File: src/rtl/scan_packet_driver_if.sv
// Chip-side scan bus between the packet driver (master) and the scan chain (slave).
interface scan_packet_driver_if;
    logic scan_clk;
    logic scan_en;
    logic scan_out;
    logic sram_load;
    logic scan_in;

    modport master (
        output scan_clk, scan_en, scan_out, sram_load,
        input  scan_in
    );

    modport slave (
        input  scan_clk, scan_en, scan_out, sram_load,
        output scan_in
    );
endinterface

File: src/rtl/scan_packet_driver.sv
// Shifts one packet into a chip scan chain, pulses an SRAM load, shifts the chain back out.
// Define SCAN_CHECK_EN to compare the readback against exp under exp_mask.
module scan_packet_driver #(
    parameter int SCAN_W  = 112,
    parameter int CLK_DIV = 4
) (
    input  logic                 clk,
    input  logic                 resetn,
    input  logic                 start,
    input  logic [SCAN_W-1:0]    pkt,
    input  logic [SCAN_W-1:0]    exp,
    input  logic [SCAN_W-1:0]    exp_mask,
    scan_packet_driver_if.master scan,
    output logic                 busy,
    output logic                 done,
    output logic                 mismatch,
    output logic [SCAN_W-1:0]    rdata
);
    localparam int CNT_W = $clog2(SCAN_W + 1);

    typedef enum logic [2:0] {IDLE, SHIFT_IN, LOAD, SHIFT_OUT, CHECK} state_t;

    state_t            state_q, state_d;
    logic [7:0]        div_q, div_d;
    logic [CNT_W-1:0]  bit_q, bit_d;
    logic              sclk_q, sclk_d;
    logic              sen_q, sen_d;
    logic              sout_q, sout_d;
    logic              sload_q, sload_d;
    logic              busy_q, busy_d;
    logic              done_q, done_d;
    logic [SCAN_W-1:0] rdata_q, rdata_d;
    logic [SCAN_W-1:0] shreg_q, shreg_d;
    logic [SCAN_W-1:0] shl;
    logic              tick, rise, fall, last;

`ifdef SCAN_CHECK_EN
    logic [SCAN_W-1:0] exp_q, exp_d;
    logic [SCAN_W-1:0] mask_q, mask_d;
    logic              mism_q, mism_d;
`else
    logic              unused_ops;
    assign unused_ops = ^{exp, exp_mask};
`endif

    // tick marks the last clk of a scan_clk half-period; rise/fall name the edge it produces
    assign tick = (div_q == 8'(CLK_DIV - 1));
    assign rise = tick && !sclk_q;
    assign fall = tick && sclk_q;
    assign last = (bit_q == CNT_W'(SCAN_W - 1));
    assign shl  = shreg_q << 1;

    always_comb begin
        state_d = state_q;
        div_d   = div_q;
        bit_d   = bit_q;
        sclk_d  = sclk_q;
        sen_d   = sen_q;
        sout_d  = sout_q;
        sload_d = sload_q;
        busy_d  = busy_q;
        done_d  = 1'b0;
        rdata_d = rdata_q;
        shreg_d = shreg_q;
`ifdef SCAN_CHECK_EN
        exp_d   = exp_q;
        mask_d  = mask_q;
        mism_d  = mism_q;
`endif
        if (state_q inside {SHIFT_IN, LOAD, SHIFT_OUT}) begin
            div_d = tick ? 8'd0 : div_q + 8'd1;
            if (tick) sclk_d = !sclk_q;
        end

        case (state_q)
            IDLE: begin
                if (start) begin
                    state_d = SHIFT_IN;
                    busy_d  = 1'b1;
                    sen_d   = 1'b1;
                    sout_d  = pkt[SCAN_W-1];
                    shreg_d = pkt;
                    div_d   = 8'd0;
                    bit_d   = '0;
`ifdef SCAN_CHECK_EN
                    exp_d   = exp;
                    mask_d  = exp_mask;
`endif
                end
            end
            SHIFT_IN: begin
                // the chip samples on the rising edge, so data moves on the falling edge
                if (fall) begin
                    if (last) begin
                        state_d = LOAD;
                        sen_d   = 1'b0;
                        sload_d = 1'b1;
                        sout_d  = 1'b0;
                        bit_d   = '0;
                    end else begin
                        bit_d   = bit_q + CNT_W'(1);
                        shreg_d = shl;
                        sout_d  = shl[SCAN_W-1];
                    end
                end
            end
            LOAD: begin
                if (fall) begin
                    state_d = SHIFT_OUT;
                    sload_d = 1'b0;
                    sen_d   = 1'b1;
                    sout_d  = 1'b0;
                end
            end
            SHIFT_OUT: begin
                if (rise) rdata_d = (rdata_q << 1) | SCAN_W'(scan.scan_in);
                if (fall) begin
                    if (last) begin
                        state_d = CHECK;
                        sen_d   = 1'b0;
                        bit_d   = '0;
                    end else begin
                        bit_d   = bit_q + CNT_W'(1);
                    end
                end
            end
            CHECK: begin
                state_d = IDLE;
                busy_d  = 1'b0;
                done_d  = 1'b1;
`ifdef SCAN_CHECK_EN
                mism_d  = |((rdata_q ^ exp_q) & mask_q);
`endif
            end
            default: state_d = IDLE;
        endcase
    end

    always_ff @(posedge clk or negedge resetn) begin
        if (!resetn) begin
            state_q <= IDLE;
            div_q   <= '0;
            bit_q   <= '0;
            sclk_q  <= 1'b0;
            sen_q   <= 1'b0;
            sout_q  <= 1'b0;
            sload_q <= 1'b0;
            busy_q  <= 1'b0;
            done_q  <= 1'b0;
            rdata_q <= '0;
`ifdef SCAN_CHECK_EN
            mism_q  <= 1'b0;
`endif
        end else begin
            state_q <= state_d;
            div_q   <= div_d;
            bit_q   <= bit_d;
            sclk_q  <= sclk_d;
            sen_q   <= sen_d;
            sout_q  <= sout_d;
            sload_q <= sload_d;
            busy_q  <= busy_d;
            done_q  <= done_d;
            rdata_q <= rdata_d;
`ifdef SCAN_CHECK_EN
            mism_q  <= mism_d;
`endif
        end
    end

    // operand registers are only meaningful after a start, so they carry no reset
    always_ff @(posedge clk) begin
        shreg_q <= shreg_d;
`ifdef SCAN_CHECK_EN
        exp_q   <= exp_d;
        mask_q  <= mask_d;
`endif
    end

    assign scan.scan_clk  = sclk_q;
    assign scan.scan_en   = sen_q;
    assign scan.scan_out  = sout_q;
    assign scan.sram_load = sload_q;
    assign busy           = busy_q;
    assign done           = done_q;
    assign rdata          = rdata_q;
`ifdef SCAN_CHECK_EN
    assign mismatch       = mism_q;
`else
    assign mismatch       = 1'b0;
`endif
endmodule

File: src/flat_wrapper.sv
// flat-port wrapper written by rule: the top's interface ports become plain ports
module scan_packet_driver_flat 
#(
    parameter int SCAN_W  = 112,
    parameter int CLK_DIV = 4
)
  (clk, resetn, start, pkt, exp, exp_mask, busy, done, mismatch, rdata, scan_scan_clk, scan_scan_en, scan_scan_out, scan_sram_load, scan_scan_in);
  scan_packet_driver_if scan_i ();
  input  logic clk;
  input  logic resetn;
  input  logic start;
  input  logic [SCAN_W-1:0] pkt;
  input  logic [SCAN_W-1:0] exp;
  input  logic [SCAN_W-1:0] exp_mask;
  output logic busy;
  output logic done;
  output logic mismatch;
  output logic [SCAN_W-1:0] rdata;
  output wire logic [$bits(scan_i.scan_clk)-1:0] scan_scan_clk;
  output wire logic [$bits(scan_i.scan_en)-1:0] scan_scan_en;
  output wire logic [$bits(scan_i.scan_out)-1:0] scan_scan_out;
  output wire logic [$bits(scan_i.sram_load)-1:0] scan_sram_load;
  input wire logic [$bits(scan_i.scan_in)-1:0] scan_scan_in;
  assign scan_scan_clk = scan_i.scan_clk;
  assign scan_scan_en = scan_i.scan_en;
  assign scan_scan_out = scan_i.scan_out;
  assign scan_sram_load = scan_i.sram_load;
  assign scan_i.scan_in = scan_scan_in;
  scan_packet_driver #(.SCAN_W(SCAN_W), .CLK_DIV(CLK_DIV)) u_core (.clk(clk), .resetn(resetn), .start(start), .pkt(pkt), .exp(exp), .exp_mask(exp_mask), .scan(scan_i), .busy(busy), .done(done), .mismatch(mismatch), .rdata(rdata));
endmodule
File: config.mk
export PLATFORM = sky130hd
export DESIGN_NAME = scan_packet_driver_flat
export DESIGN_NICKNAME = d
export VERILOG_FILES = /design/src/rtl/scan_packet_driver_if.sv /design/src/rtl/scan_packet_driver.sv /design/src/flat_wrapper.sv
export SDC_FILE = /design/constraint.sdc
export NUM_CORES = 1
export LEC_CHECK = 0
export BUFFER_PORTS_ARGS = -buffer_cell sky130_fd_sc_hd__buf_2
export CAP_MARGIN = 10
export CORE_ASPECT_RATIO = 0.75
export CORE_MARGIN = 2
export CORE_UTILIZATION = 30
export DETAILED_ROUTE_END_ITERATION = 6
export GPL_TIMING_DRIVEN = 0
export PLACE_DENSITY = 0.6
export SYNTH_ARGS = -nofsm -noshare
export SYNTH_HDL_FRONTEND = slang
export SYNTH_SLANG_ARGS = --single-unit
File: constraint.sdc
create_clock -name clk -period 14.32 [get_ports clk]
set_input_delay 0.716 -clock clk [delete_from_list [all_inputs] [get_ports clk]]
set_output_delay 0.716 -clock clk [all_outputs]
set_load 0.02 [all_outputs]
Yosys cells after proc, flatten, opt, wreduce, memory -nomap -nowiden
Index checks and enable logic that the tools add are counted.
- bits in registers: 247
- logic and storage cells: 84
- input bits: 340
- output and inout port bits: 119
- multiplexer cells: 34
- reductions and logical operators: 21
- bitwise gates (word level): 1
- equal/unequal tests: 15
- add/subtract/negate cells: 2
- operators with widths (operator ; count):
    111-bit two-way mux ; 3
    111-bit one-hot mux with 2 select lines ; 1
    112-bit by 1-bit OR with 112-bit output ; 1
    8-bit two-way mux ; 4
    7-bit two-way mux ; 3
    3-bit two-way mux ; 6
    2-bit by 1-bit inequality test with 1-bit output (second input constant) ; 7
    7-bit one-hot mux with 2 select lines ; 1
    3-bit one-hot mux with 4 select lines ; 1
    4-bit AND reduction ; 3
    1-bit two-way mux ; 11
    3-bit nonzero test ; 3
    8-bit by 1-bit adder with 8-bit output (second input constant) ; 1
    8-bit by 2-bit equality test with 1-bit output (second input constant) ; 1
    2-bit nonzero test ; 4
    7-bit by 1-bit adder with 7-bit output (second input constant) ; 1
    7-bit equality test (second input constant) ; 1
    3-bit by 2-bit equality test with 1-bit output (second input constant) ; 2
    1-bit one-hot mux with 3 select lines ; 2
    2-bit AND reduction ; 3
    6-bit AND reduction ; 1
    5-bit AND reduction ; 1
    2-bit inequality test (second input constant) ; 2
    1-bit one-hot mux with 2 select lines ; 2
    other kinds (7) ; 8

Logic depth before layout (Yosys ltp)
Gate-level depths: netlist of the first run.
- depth after elaboration: 5
- gate-level depth with buffers: 9
- mapped depth without buffers: 5

Worst setup path after synthesis of the first run
OpenSTA, ideal clock, no wires.
- kind: register to register
- start: reg u_core.sclk_q (netlist: u_core.scan.scan_clk)
- end: reg u_core.shreg_q[0], enable pin
- period minus slack after synthesis: 9.821 ns
- path buffers: 1
- setup time: 0.717 ns
- stages on the path, launching flop included: 6
- data arrival time: 9.104 ns
- setup slack: 4.499 ns
- data required time: 13.603 ns
- path through: dfrtp_1 > or4b_2 > clkbuf_1 > nor2_1 > a31oi_1 > nor3_1
- word-level cells in the longest chain between the ends: 3
- ends and longest elaborated chain (what ; line ; text):
    start, declared ; scan_packet_driver.sv:26 ; logic sclk_q, sclk_d;
    start signal, assigned ; scan_packet_driver.sv:158 ; sclk_q <= sclk_d;
    1-bit logical AND ; scan_packet_driver.sv:49 ; assign fall = tick && sclk_q;
    2-bit by 1-bit inequality test with 1-bit output (no source line) ; - ;
    4-bit AND reduction (no source line) ; - ;
    end signal, assigned ; scan_packet_driver.sv:173 ; shreg_q <= shreg_d;
    end, declared ; scan_packet_driver.sv:33 ; logic [SCAN_W-1:0] shreg_q, shreg_d;
Every way passes these cells.
A chain may end at the register's enable or synchronous reset.

Final worst setup path of the first run
- start: reg u_core.div_q[5]
- end: reg u_core.shreg_q[30], enable pin
- word-level cells in the longest chain between the ends: 4
- ends and longest elaborated chain (what ; line ; text):
    start, declared ; scan_packet_driver.sv:24 ; logic [7:0] div_q, div_d;
    start signal, assigned ; scan_packet_driver.sv:156 ; div_q <= div_d;
    8-bit by 2-bit equality test with 1-bit output ; scan_packet_driver.sv:47 ; assign tick = (div_q == 8'(CLK_DIV - 1));
    1-bit logical AND ; scan_packet_driver.sv:49 ;
    2-bit by 1-bit inequality test with 1-bit output (no source line) ; - ;
    4-bit AND reduction (no source line) ; - ;
Every way passes these cells.

==> impl_metrics.json, run 1 <==
{
  "design.core.area_sq_mm": 0.0345,
  "hold_class": "primary input to asynchronous set/reset pin",
  "postCtsHoldBufs": 0,
  "synth_enable_flop_cells": 111,
  "final_net_count": 1463,
  "synth.area.top_cells": "sky130_fd_sc_hd__dfrtp_1 (32%), sky130_fd_sc_hd__edfxtp_1 (32%), sky130_fd_sc_hd__nand2_1 (12%)",
  "status": "finished, final reports clean",
  "floorplan.rows": 59,
  "worst-slew-pin-transition_ns": 1.09,
  "postSynthRegisterBits": 247,
  "filler_cell_count": 3399,
  "clock_latency_ns": 0.53,
  "critical_path.max_fanout": 12,
  "detailed_place.area_sq_mm": 0.0124,
  "dp.final_hpwl_um": 17200,
  "power_density_mw_per_mm2": 128,
  "synthesis.area_per_instance_sq_um": 12.3,
  "post_synth_instance_area_sq_mm": 0.0105,
  "chipWidth_um": 220,
  "clkSinkCount": 247,
  "vdd_ir_drop_max_uv": 87.0,
  "leakagePower_nw": 6.73,
  "synth-warning-count": 0,
  "tritoncts": "done",
  "wire_length_of_the_first_global_routing_pass_um": 38000,
  "antenna_found_initial": 12,
  "max_freq_ghz": 0.301,
  "yosys.area.top_type": "sky130_fd_sc_hd__dfrtp_1",
  "grt_pass1_vias": 6963,
  "largest_net_degree_at_the_start_of_global_routing": 79,
  "clock-skew-final_ns": 0.0121,
  "cp-end-kind": "flip-flop",
  "post-synth-top-count-cell": "sky130_fd_sc_hd__nand2_1",
  "critical_path.most_common_cell": "sky130_fd_sc_hd__buf_6",
  "area_delta_synth_final_pct": 26.7,
  "worst_slew_margin_rel_pct": 26.2,
  "detailroute.via_count": 7013,
  "routed_via_density": 4.37,
  "setup_viol_count_final": 0,
  "grt_overflow_total": 0,
  "drv.max_cap_violation_count": 0,
  "final_design_area_no_fill_sq_mm": 0.0133,
  "holdWs_ns": 0.159,
  "final_antenna_net_count": 0,
  "worst-endpoint-arrival_ns": 3.56,
  "endpoint_required_time_on_the_critical_path_ns": 14.56,
  "timing.critical_path.cells": "or4b_2, clkbuf_1, nor2_1, a31oi_1, nor3_2, buf_4, buf_6, buf_6",
  "synthDominantCellAreaShare_pct": 32.5,
  "ys.flop_type": "sky130_fd_sc_hd__dfrtp_1",
  "die_area_sq_mm": 0.0365,
  "report.power.total_mw": 1.70,
  "drv_slew": 0,
  "period_share_pct": 23.2,
  "critPathMaxStageDelay_ns": 0.71,
  "critical-path-slowest-cell": "sky130_fd_sc_hd__or4b_2",
  "placement.io_buffers": 233,
  "cts.htree.levels": 1,
  "grt.total_usage_pct": 12.8,
  "yosys-top-cells-count": "sky130_fd_sc_hd__nand2_1 (341), sky130_fd_sc_hd__dfrtp_1 (136), sky130_fd_sc_hd__edfxtp_1 (111)",
  "yosysSeqAreaShare_pct": 64.3,
  "regArea_sq_mm": 0.00674,
  "cts.repair.resized": 0,
  "rsz0062_at_grt": "false",
  "setup_crit_path_kind": "flip-flop to flip-flop",
  "routability_congestion": 0.789,
  "async_flop_share_pct": 55.1,
  "synth_cells": 849,
  "cts_post_setup_buffers_inserted": 0,
  "wl_um": 23800,
  "clk_pin_slew_worst_paths_ns": 0.07,
  "postSynthNetCount": 1191,
  "design.portCount": 459,
  "initial_core_util_pct": 30.3,
  "numCtsBuffers": 26,
  "final_period_minus_worst_setup_slack_ns": 3.32,
  "setup.worst_path.start_class": "flip-flop",
  "detailedRoute.firstIterationViolations": 389,
  "route.detailed.wl_per_inst_um": 14.9,
  "die_h_um": 166,
  "layout_cells_sized_above_1_pct": 37.2,
  "root_buffer_cell": "sky130_fd_sc_hd__clkbuf_16",
  "timing.setup.tns_ns": 0,
  "final_core_util_pct": 38.4,
  "hold_viol": 0,
  "clockBufferDepth": 3,
  "synth.lib_cells_used.distinct": 50,
  "drt_drc_violations_left": 0,
  "multi_input_area_sq_mm": 0.00348,
  "first_pass_iters": 5
}
routing by layer:
layer,vias to the layer above,global-route usage (%),routed length (um)
li1,3414,-,-
met1,3314,18.7,11600
met2,234,18.0,9460
met3,39,5.16,2360
met4,12,2.33,342
met5,-,0,76
area by class of cell:
type                       count  area share [%]
antenna                        5          0.0942
buffer                        45            1.85
clock buffer                  32            5.46
clock inverter                16            1.29
inverter                       7           0.198
multi-input combinational    550            26.2
sequential                   247            50.7
tap                          457            4.30
timing repair buffer         244            9.88
registers in the layout (all words and copies together) (netlist names):
register / flops
u_core.bit_q: 7
u_core.busy: 1
u_core.div_q: 8
u_core.done: 1
u_core.rdata: 112
u_core.scan.scan_clk: 1
u_core.scan.scan_en: 1
u_core.scan.scan_out: 1
u_core.scan.sram_load: 1
u_core.shreg_q: 111
u_core.state_q: 3
path summary, 6_finish.rpt:
check / from / to / slack, ns / cells past startpoint
max in group asynchronous: resetn / u_core.rdata[0] / 13.37 / 2
worst max-delay path: u_core.div_q[5] / u_core.shreg_q[30] / 11.00 / 8
worst max register to register: u_core.div_q[5] / u_core.shreg_q[30] / 11.00 / 8
worst min register to register: u_core.scan.scan_clk / u_core.scan.scan_clk / 0.51 / 1
worst min-delay path: resetn / u_core.rdata[59] / 0.16 / 1
min in group clk: scan_scan_in / u_core.rdata[0] / 0.43 / 2
cells in the final DEF, fill, tap and decap left out, drive strengths merged, types with 3 or more instances in the layout:
master,netlist,layout
edfxtp,111,111
a31oi,4,4
or4b,3,3
o21ai,9,9
nand2,341,341
nor4,3,3
nor2,14,14
a21oi,4,4
xnor2,6,6
nand3b,3,3
clkinv,1,10
clkbuf,31,63
mux2,112,112
buf,14,258
bufinv,0,3
dfrtp,136,136
and3,4,4
diode,0,5
inv,6,8
nor3,7,7
nand3,6,6
through the flow:
stage               worst slack [ns]  instances
floorplan                       4.50        849
global placement                1.04       1539
finish                         11.00       1603
detailed placement             11.02       1550
CTS                            10.99       1598
global route                   10.74       1600
logic make-up after synthesis:
family,after synthesis,synth area share [%]
AND/OR/NAND/NOR,393,15.1
flip-flops,247,64.3
multiplexers,113,15.0
buffers and inverters,52,2.59
AO/OA/AOI/OAI,33,2.16
XOR/XNOR,8,0.668
adder cells (fa/ha/maj),2,0.239
other,1,0.0358
critical path: cells and delay by family, from the launching register on:
kind	cells	cell delay (ns)
compound gates	1	0.16
buf+inv	4	0.90
flops	1	0.43
simple gates	3	1.54
where the power goes:
part / switching, mW / leakage [nW] / total [mW] / internal (mW)
logic: 0.0987 / 3.42 / 0.162 / 0.0637
clock network: 0.290 / 0.443 / 0.707 / 0.417
registers: 0.0263 / 2.86 / 0.835 / 0.809
total: 0.415 / 6.73 / 1.70 / 1.29
No activity file was read; power rests on OpenSTA's default activity.
==> inputs of run 2 (changes only) <==
--- a/config.mk
+++ b/config.mk
@@ -12,7 +12,7 @@
 export CORE_UTILIZATION = 30
 export DETAILED_ROUTE_END_ITERATION = 6
 export GPL_TIMING_DRIVEN = 0
-export PLACE_DENSITY = 0.6
+export PLACE_DENSITY = 0.62
 export SYNTH_ARGS = -nofsm -noshare
 export SYNTH_HDL_FRONTEND = slang
 export SYNTH_SLANG_ARGS = --single-unit
==> constraint.sdc (replaced) <==
create_clock -name clk -period 3 [get_ports clk]
set_input_delay 0.15 -clock clk [delete_from_list [all_inputs] [get_ports clk]]
set_output_delay 0.15 -clock clk [all_outputs]
set_load 0.02 [all_outputs]
==> impl_metrics.json, run 2 (synthesis gave the netlist of run 1 again) <==
{
  "power_report.internal_total_mw": 6.21,
  "final_design_area_no_fill_sq_mm": 0.0145,
  "detailroute.via_count": 7679,
  "detailedRoute.firstIterationViolations": 446,
  "holdWs_ns": 0.0870,
  "setup.worst_path.start_class": "flip-flop",
  "clock_latency_ns": 0.55,
  "largest_net_degree_at_the_start_of_global_routing": 72,
  "worst-slew-pin-transition_ns": 1.17,
  "grt_pass1_vias": 7705,
  "critical_path.most_common_cell": "sky130_fd_sc_hd__buf_6",
  "timing.critical_path.cells": "ha_1, or4b_1, buf_2, or4_4, or3_4, buf_6, buf_6, mux2_4",
  "clockBufferDepth": 3,
  "flop_pwr_share_pct": 48.6,
  "drt_drc_violations_left": 0,
  "worst-endpoint-arrival_ns": 3.23,
  "chipWidth_um": 220,
  "floorplan.rows": 59,
  "numCtsBuffers": 27,
  "max_reg_flops": 112,
  "report.power.total_mw": 8.21,
  "worst_path_dominant_cell_family": "simple AND/OR/NAND/NOR gates",
  "die_area_sq_mm": 0.0365,
  "final_net_count": 1576,
  "grt.total_usage_pct": 13.9,
  "drv.max_cap_violation_count": 0,
  "design.core.area_sq_mm": 0.0345,
  "dp.cells": 1546,
  "drv_slew": 0,
  "layout_cells_sized_above_1_pct": 33.8,
  "final_period_minus_worst_setup_slack_ns": 2.80,
  "critical_path.max_fanout": 10,
  "cts.htree.levels": 1,
  "cp-end-kind": "flip-flop",
  "hold_class": "primary input to flip-flop",
  "hold_viol": 0,
  "vdd_ir_drop_max_uv": 362,
  "layout_commonest_cell": "sky130_fd_sc_hd__nand2_1",
  "routed_via_density": 4.48,
  "setup_viol_count_final": 0,
  "power_frac_comb_pct": 12.1,
  "root_buffer_cell": "sky130_fd_sc_hd__clkbuf_16",
  "routability_congestion": 0.808,
  "endpoint_required_time_on_the_critical_path_ns": 3.43,
  "first_pass_iters": 4,
  "power_switching_share_pct": 24.4,
  "die_h_um": 166,
  "period_share_pct": 93.4,
  "clkSinkCount": 247,
  "max_freq_ghz": 0.357,
  "switching_power_mw": 2.01,
  "critical-path-slowest-cell": "sky130_fd_sc_hd__or4_4",
  "grt_overflow_total": 0,
  "clk_pin_slew_worst_paths_ns": 0.06,
  "wire_length_of_the_first_global_routing_pass_um": 41000,
  "setup_crit_path_kind": "flip-flop to flip-flop",
  "initial_core_util_pct": 30.3,
  "critPathMaxStageDelay_ns": 0.44,
  "worst_slew_margin_rel_pct": 20.7,
  "power_density_mw_per_mm2": 566,
  "power_frac_clock_pct": 39.3,
  "leakagePower_nw": 7.21,
  "tritoncts": "done",
  "cp_num_buf_inv": 3,
  "wl_um": 25800,
  "final_cell_mix": "sky130_fd_sc_hd__nand2_1 (341), sky130_fd_sc_hd__buf_2 (236), sky130_fd_sc_hd__dfrtp_1 (135)",
  "design.portCount": 459,
  "clock-skew-final_ns": 0.0225,
  "stdcell_count": 1713,
  "dp.final_hpwl_um": 17500,
  "rsz0062_at_grt": "false",
  "status": "finished, final reports clean",
  "area_delta_synth_final_pct": 38.4,
  "placement.io_buffers": 233,
  "detailed_place.area_sq_mm": 0.0125,
  "final_antenna_net_count": 0,
  "route.detailed.wl_per_inst_um": 15.0,
  "antenna_found_initial": 3
}
-- run 2: changes by cell type in the layout (fill, tap and decap cells not counted), sizes merged --
cell and change:
clkbuf +5, bufinv -2, inv +1, clkinv -4, clkinvlp -1, diode -2
dlygate4sd3 +113
-- run 2: final timing paths --
path	to	cells past startpoint	startpoint	slack (ns)
max reg2reg	u_core.rdata[6]	8	u_core.div_q[0]	0.20
min in group asynchronous	u_core.rdata[60]	2	resetn	0.15
max in group asynchronous	u_core.rdata[18]	3	resetn	2.08
min	u_core.scan.scan_out	4	pkt[111]	0.09
min reg2reg	u_core.shreg_q[43]	2	u_core.shreg_q[42]	0.49
max	u_core.rdata[6]	8	u_core.div_q[0]	0.20
-- run 2: metal layers --
metal | routed length (um) | vias to the layer above | share of wire (%) | GRT usage, %
li1 | - | 3655 | - | -
met1 | 11700 | 3673 | 45 | 19.4
met2 | 11100 | 303 | 43 | 21.4
met3 | 2330 | 48 | 9.0 | 3.83
met4 | 580 | 0 | 2.3 | 3.38
met5 | 0 | - | 0 | 0
-- run 2: what timing repair did --
item / in CTS / in global routing
pin swaps: 1 / 1
hold endpoints to repair: 177 / 0
hold buffers: 113 / 0
buffers inserted: 0 / 4
endpoints found under the setup margin: 17 / 111
resized for setup: 0 / 1
-- run 2: area by class of cell --
type	instances	area [sq um]
repair buffers	357	2540
clock buffers	38	767
diodes	3	7.51
plain buffers	44	251
flip-flops and latches	247	6740
multi-input cells	550	3520
well taps	457	572
inverters	7	26.3
clock inverters	10	88.8
fillers	3216	20000
-- run 2: tightest hold or removal path, cell delays in order --
cell	delay (ns)
sky130_fd_sc_hd__buf_2	0.09
sky130_fd_sc_hd__a21boi_0	0.12
sky130_fd_sc_hd__a41oi_1	0.15
sky130_fd_sc_hd__mux2i_1	0.08
-- run 2: power groups by stage --
stage	Sequential, mW	Combinational [mW]	Clock [mW]
2_1_floorplan	4.06	0.475	0
3_3_place_gp	4.08	0.742	0
3_5_place_dp	4.05	0.851	0
4_1_cts	3.99	0.967	3.32
5_1_grt	4.02	1.12	3.44
6_report	3.99	0.995	3.23
-- run 2: through the flow --
step	setup TNS (ns)	utilization, %	worst slack (ns)
detailed placement	0	36.1	0.0407
global route	0	42.0	0.0808
global placement	-316.33	35.5	-2.73
floorplan	-166.82	-	-1.50
finish	0	42.0	0.197
CTS	0	41.8	0.0395
==> inputs of run 3 (changes only) <==
--- a/config.mk
+++ b/config.mk
@@ -5,7 +5,8 @@
 export SDC_FILE = /design/constraint.sdc
 export NUM_CORES = 1
 export LEC_CHECK = 0
-export BUFFER_PORTS_ARGS = -buffer_cell sky130_fd_sc_hd__buf_2
+export ABC_AREA = 1
+export BUFFER_PORTS_ARGS = -buffer_cell sky130_fd_sc_hd__buf_4
 export CAP_MARGIN = 10
 export CORE_ASPECT_RATIO = 0.75
 export CORE_MARGIN = 2
==> impl_metrics.json, run 3 <==
{
  "wl_um": 27800,
  "worst-endpoint-arrival_ns": 2.85,
  "initial_core_util_pct": 30.4,
  "synth-warning-count": 0,
  "setup.worst_path.start_class": "flip-flop",
  "rsz0062_at_grt": "false",
  "setup_viol_count_final": 0,
  "area_delta_synth_final_pct": 43.9,
  "power_frac_clock_pct": 48.2,
  "layout_cells_sized_above_1_pct": 22.2,
  "grt_pass1_vias": 8533,
  "cts.htree.levels": 1,
  "critical-path-slowest-cell": "sky130_fd_sc_hd__nor3_4",
  "period_share_pct": 87.5,
  "tritoncts": "done",
  "floorplan.rows": 59,
  "first_pass_iters": 5,
  "worst-slew-pin-transition_ns": 0.693,
  "synth_cells": 1133,
  "yosysSeqAreaShare_pct": 64.0,
  "chipWidth_um": 220,
  "filler_cell_count": 3262,
  "layout_commonest_cell": "sky130_fd_sc_hd__nand2_1",
  "switching_power_mw": 1.43,
  "largest_net_degree_at_the_start_of_global_routing": 97,
  "clock-skew-final_ns": 0.0183,
  "stdcell_count": 1994,
  "detailroute.via_count": 8646,
  "cp-end-kind": "flip-flop",
  "synthDominantCellAreaShare_pct": 32.3,
  "hold_viol": 0,
  "yosys.area.top_type": "sky130_fd_sc_hd__dfrtp_1",
  "numCtsBuffers": 26,
  "dp.cells": 1830,
  "drv.max_cap_violation_count": 0,
  "postSynthNetCount": 1475,
  "timing.critical_path.cells": "ha_4, inv_2, nor2_4, nand3_4, nand2_2, nand2_2, nor3_4, buf_16, buf_16, buf_8",
  "root_buffer_cell": "sky130_fd_sc_hd__clkbuf_16",
  "setup_crit_path_kind": "flip-flop to flip-flop",
  "post-synth-top-count-cell": "sky130_fd_sc_hd__nand2_1",
  "leakagePower_nw": 6.79,
  "worst_slew_margin_rel_pct": 53.6,
  "synth.lib_cells_used.distinct": 29,
  "synthesis.area_per_instance_sq_um": 9.29,
  "flop_pwr_share_pct": 47.9,
  "drt_drc_violations_left": 0,
  "die_area_sq_mm": 0.0366,
  "dp.final_hpwl_um": 18900,
  "postSynthRegisterBits": 247,
  "routed_via_density": 4.34,
  "die_h_um": 166,
  "async_flop_share_pct": 55.1,
  "synth_enable_flop_cells": 111,
  "clkSinkCount": 247,
  "power_density_mw_per_mm2": 485,
  "wire_length_of_the_first_global_routing_pass_um": 45000,
  "status": "finished, final reports clean",
  "route.detailed.wl_per_inst_um": 13.9,
  "antenna_found_initial": 2,
  "power_frac_comb_pct": 3.9,
  "synth.area.top_cells": "sky130_fd_sc_hd__dfrtp_1 (32%), sky130_fd_sc_hd__edfxtp_1 (32%), sky130_fd_sc_hd__nand2_1 (18%)",
  "detailedRoute.firstIterationViolations": 630,
  "holdWs_ns": 0.109,
  "final_period_minus_worst_setup_slack_ns": 2.63,
  "clockBufferDepth": 3,
  "design.core.area_sq_mm": 0.0346,
  "final_net_count": 1858,
  "post_synth_instance_area_sq_mm": 0.0105,
  "cts_post_setup_buffers_inserted": 0,
  "grt.total_usage_pct": 15.1,
  "clock_latency_ns": 0.54,
  "endpoint_required_time_on_the_critical_path_ns": 3.23,
  "placement.io_buffers": 233,
  "final_antenna_net_count": 0,
  "power_switching_share_pct": 19.4,
  "design.portCount": 459,
  "max_reg_flops": 112,
  "hold_class": "primary input to asynchronous set/reset pin",
  "clk_pin_slew_worst_paths_ns": 0.06,
  "drv_slew": 0,
  "yosys-top-cells-count": "sky130_fd_sc_hd__nand2_1 (506), sky130_fd_sc_hd__dfrtp_1 (136), sky130_fd_sc_hd__inv_1 (133)",
  "routability_congestion": 0.809,
  "critPathMaxStageDelay_ns": 0.58,
  "grt_overflow_total": 0,
  "final_cell_mix": "sky130_fd_sc_hd__nand2_1 (503), sky130_fd_sc_hd__buf_4 (243), sky130_fd_sc_hd__dfrtp_1 (136)",
  "critical_path.max_fanout": 21,
  "max_freq_ghz": 0.381,
  "power_report.internal_total_mw": 5.91,
  "ys.flop_type": "sky130_fd_sc_hd__dfrtp_1",
  "vdd_ir_drop_max_uv": 369
}
run 3: changes by cell type in the layout (fill, tap and decap cells not counted), moves of 7 or more:
cell / change
sky130_fd_sc_hd__clkbuf_1: -20
sky130_fd_sc_hd__inv_1: +124
sky130_fd_sc_hd__mux2_4: -80
sky130_fd_sc_hd__o21ai_0: +60
sky130_fd_sc_hd__mux2_2: -32
sky130_fd_sc_hd__nand2_1: +162
sky130_fd_sc_hd__nand3_1: +9
sky130_fd_sc_hd__buf_2: -219
sky130_fd_sc_hd__inv_2: +7
sky130_fd_sc_hd__buf_4: +240
sky130_fd_sc_hd__nor2_1: +7
sky130_fd_sc_hd__o21ai_1: +52
run 3: power groups by stage:
stage               combinational [mW]  clock (mW)  sequential (mW)
floorplan                      0.00271           0             3.58
global placement                 0.156           0             3.58
detailed placement               0.164           0             3.58
CTS                              0.286        3.64             3.51
global route                     0.313        3.77             3.51
finish                           0.290        3.54             3.51
run 3: area by class of cell:
| cell class | instances | area [sq um] | share of cell area (%) |
|---|---|---|---|
| Sequential cell | 247 | 6740 | 44.5 |
| Timing Repair Buffer | 355 | 3060 | 20.2 |
| Multi-Input combinational cell | 700 | 2990 | 19.7 |
| Clock buffer | 35 | 726 | 4.79 |
| Tap cell | 457 | 572 | 3.77 |
| Inverter | 137 | 514 | 3.40 |
| Buffer | 49 | 337 | 2.22 |
| Clock inverter | 12 | 209 | 1.38 |
| Antenna cell | 2 | 5.00 | 0.0330 |
run 3: timing repair:
action                                  in CTS  in global routing
gates resized for setup                      0                  0
hold buffers                               115                  0
endpoints found under the hold margin      158                  0
endpoints found under the setup margin       0                  0
run 3: metal layers:
layer,wire length (um),up-vias,track usage [%]
li1,-,4309,-
met1,13000,4024,21.3
met2,11900,279,23.4
met3,2380,34,4.29
met4,490,0,2.74
met5,0,-,0
run 3: worst max-delay path: cells and delay by family, from the launching register on:
family                   cells  cell delay [ns]
adder cells (fa/ha/maj)      1             0.19
buffers and inverters        4             0.68
flip-flops                   1             0.42
AND/OR/NAND/NOR              5             1.01
run 3: logic make-up after synthesis:
kind of cell | count (synthesis) | share of synthesized area (%)
xor+xnor | 6 | 0.499
other cells | 1 | 0.0356
fa+ha+maj | 2 | 0.238
compound gates | 127 | 6.14
buf+inv | 186 | 8.09
flops | 247 | 64.0
simple gates | 564 | 21.0
run 3: final timing paths:
path	start	end	slack, ns	cells after the start
max in group asynchronous	resetn	u_core.rdata[86]	2.07	3
max reg2reg	u_core.div_q[1]	u_core.shreg_q[57]	0.37	10
max	u_core.div_q[1]	u_core.shreg_q[57]	0.37	10
min	resetn	u_core.rdata[30]	0.11	2
min reg2reg	u_core.scan.scan_en	u_core.scan.scan_en	0.48	2
min in group clk	pkt[81]	u_core.shreg_q[81]	0.41	4
run 3: stage by stage:
step                      setup TNS [ns]  setup slack, ns  power (mW)  cell area, sq um  utilization (%)
after global placement           -256.21            -2.32        3.74             12900             37.3
after CTS                              0            0.338        7.44             15100             43.7
after global routing                   0            0.182        7.59             15100             43.7
after detailed placement               0            0.345        3.74             13100             37.7
after floorplan                  -118.11            -1.06        3.58             10600                -
final                                  0            0.374        7.34             15100             43.7
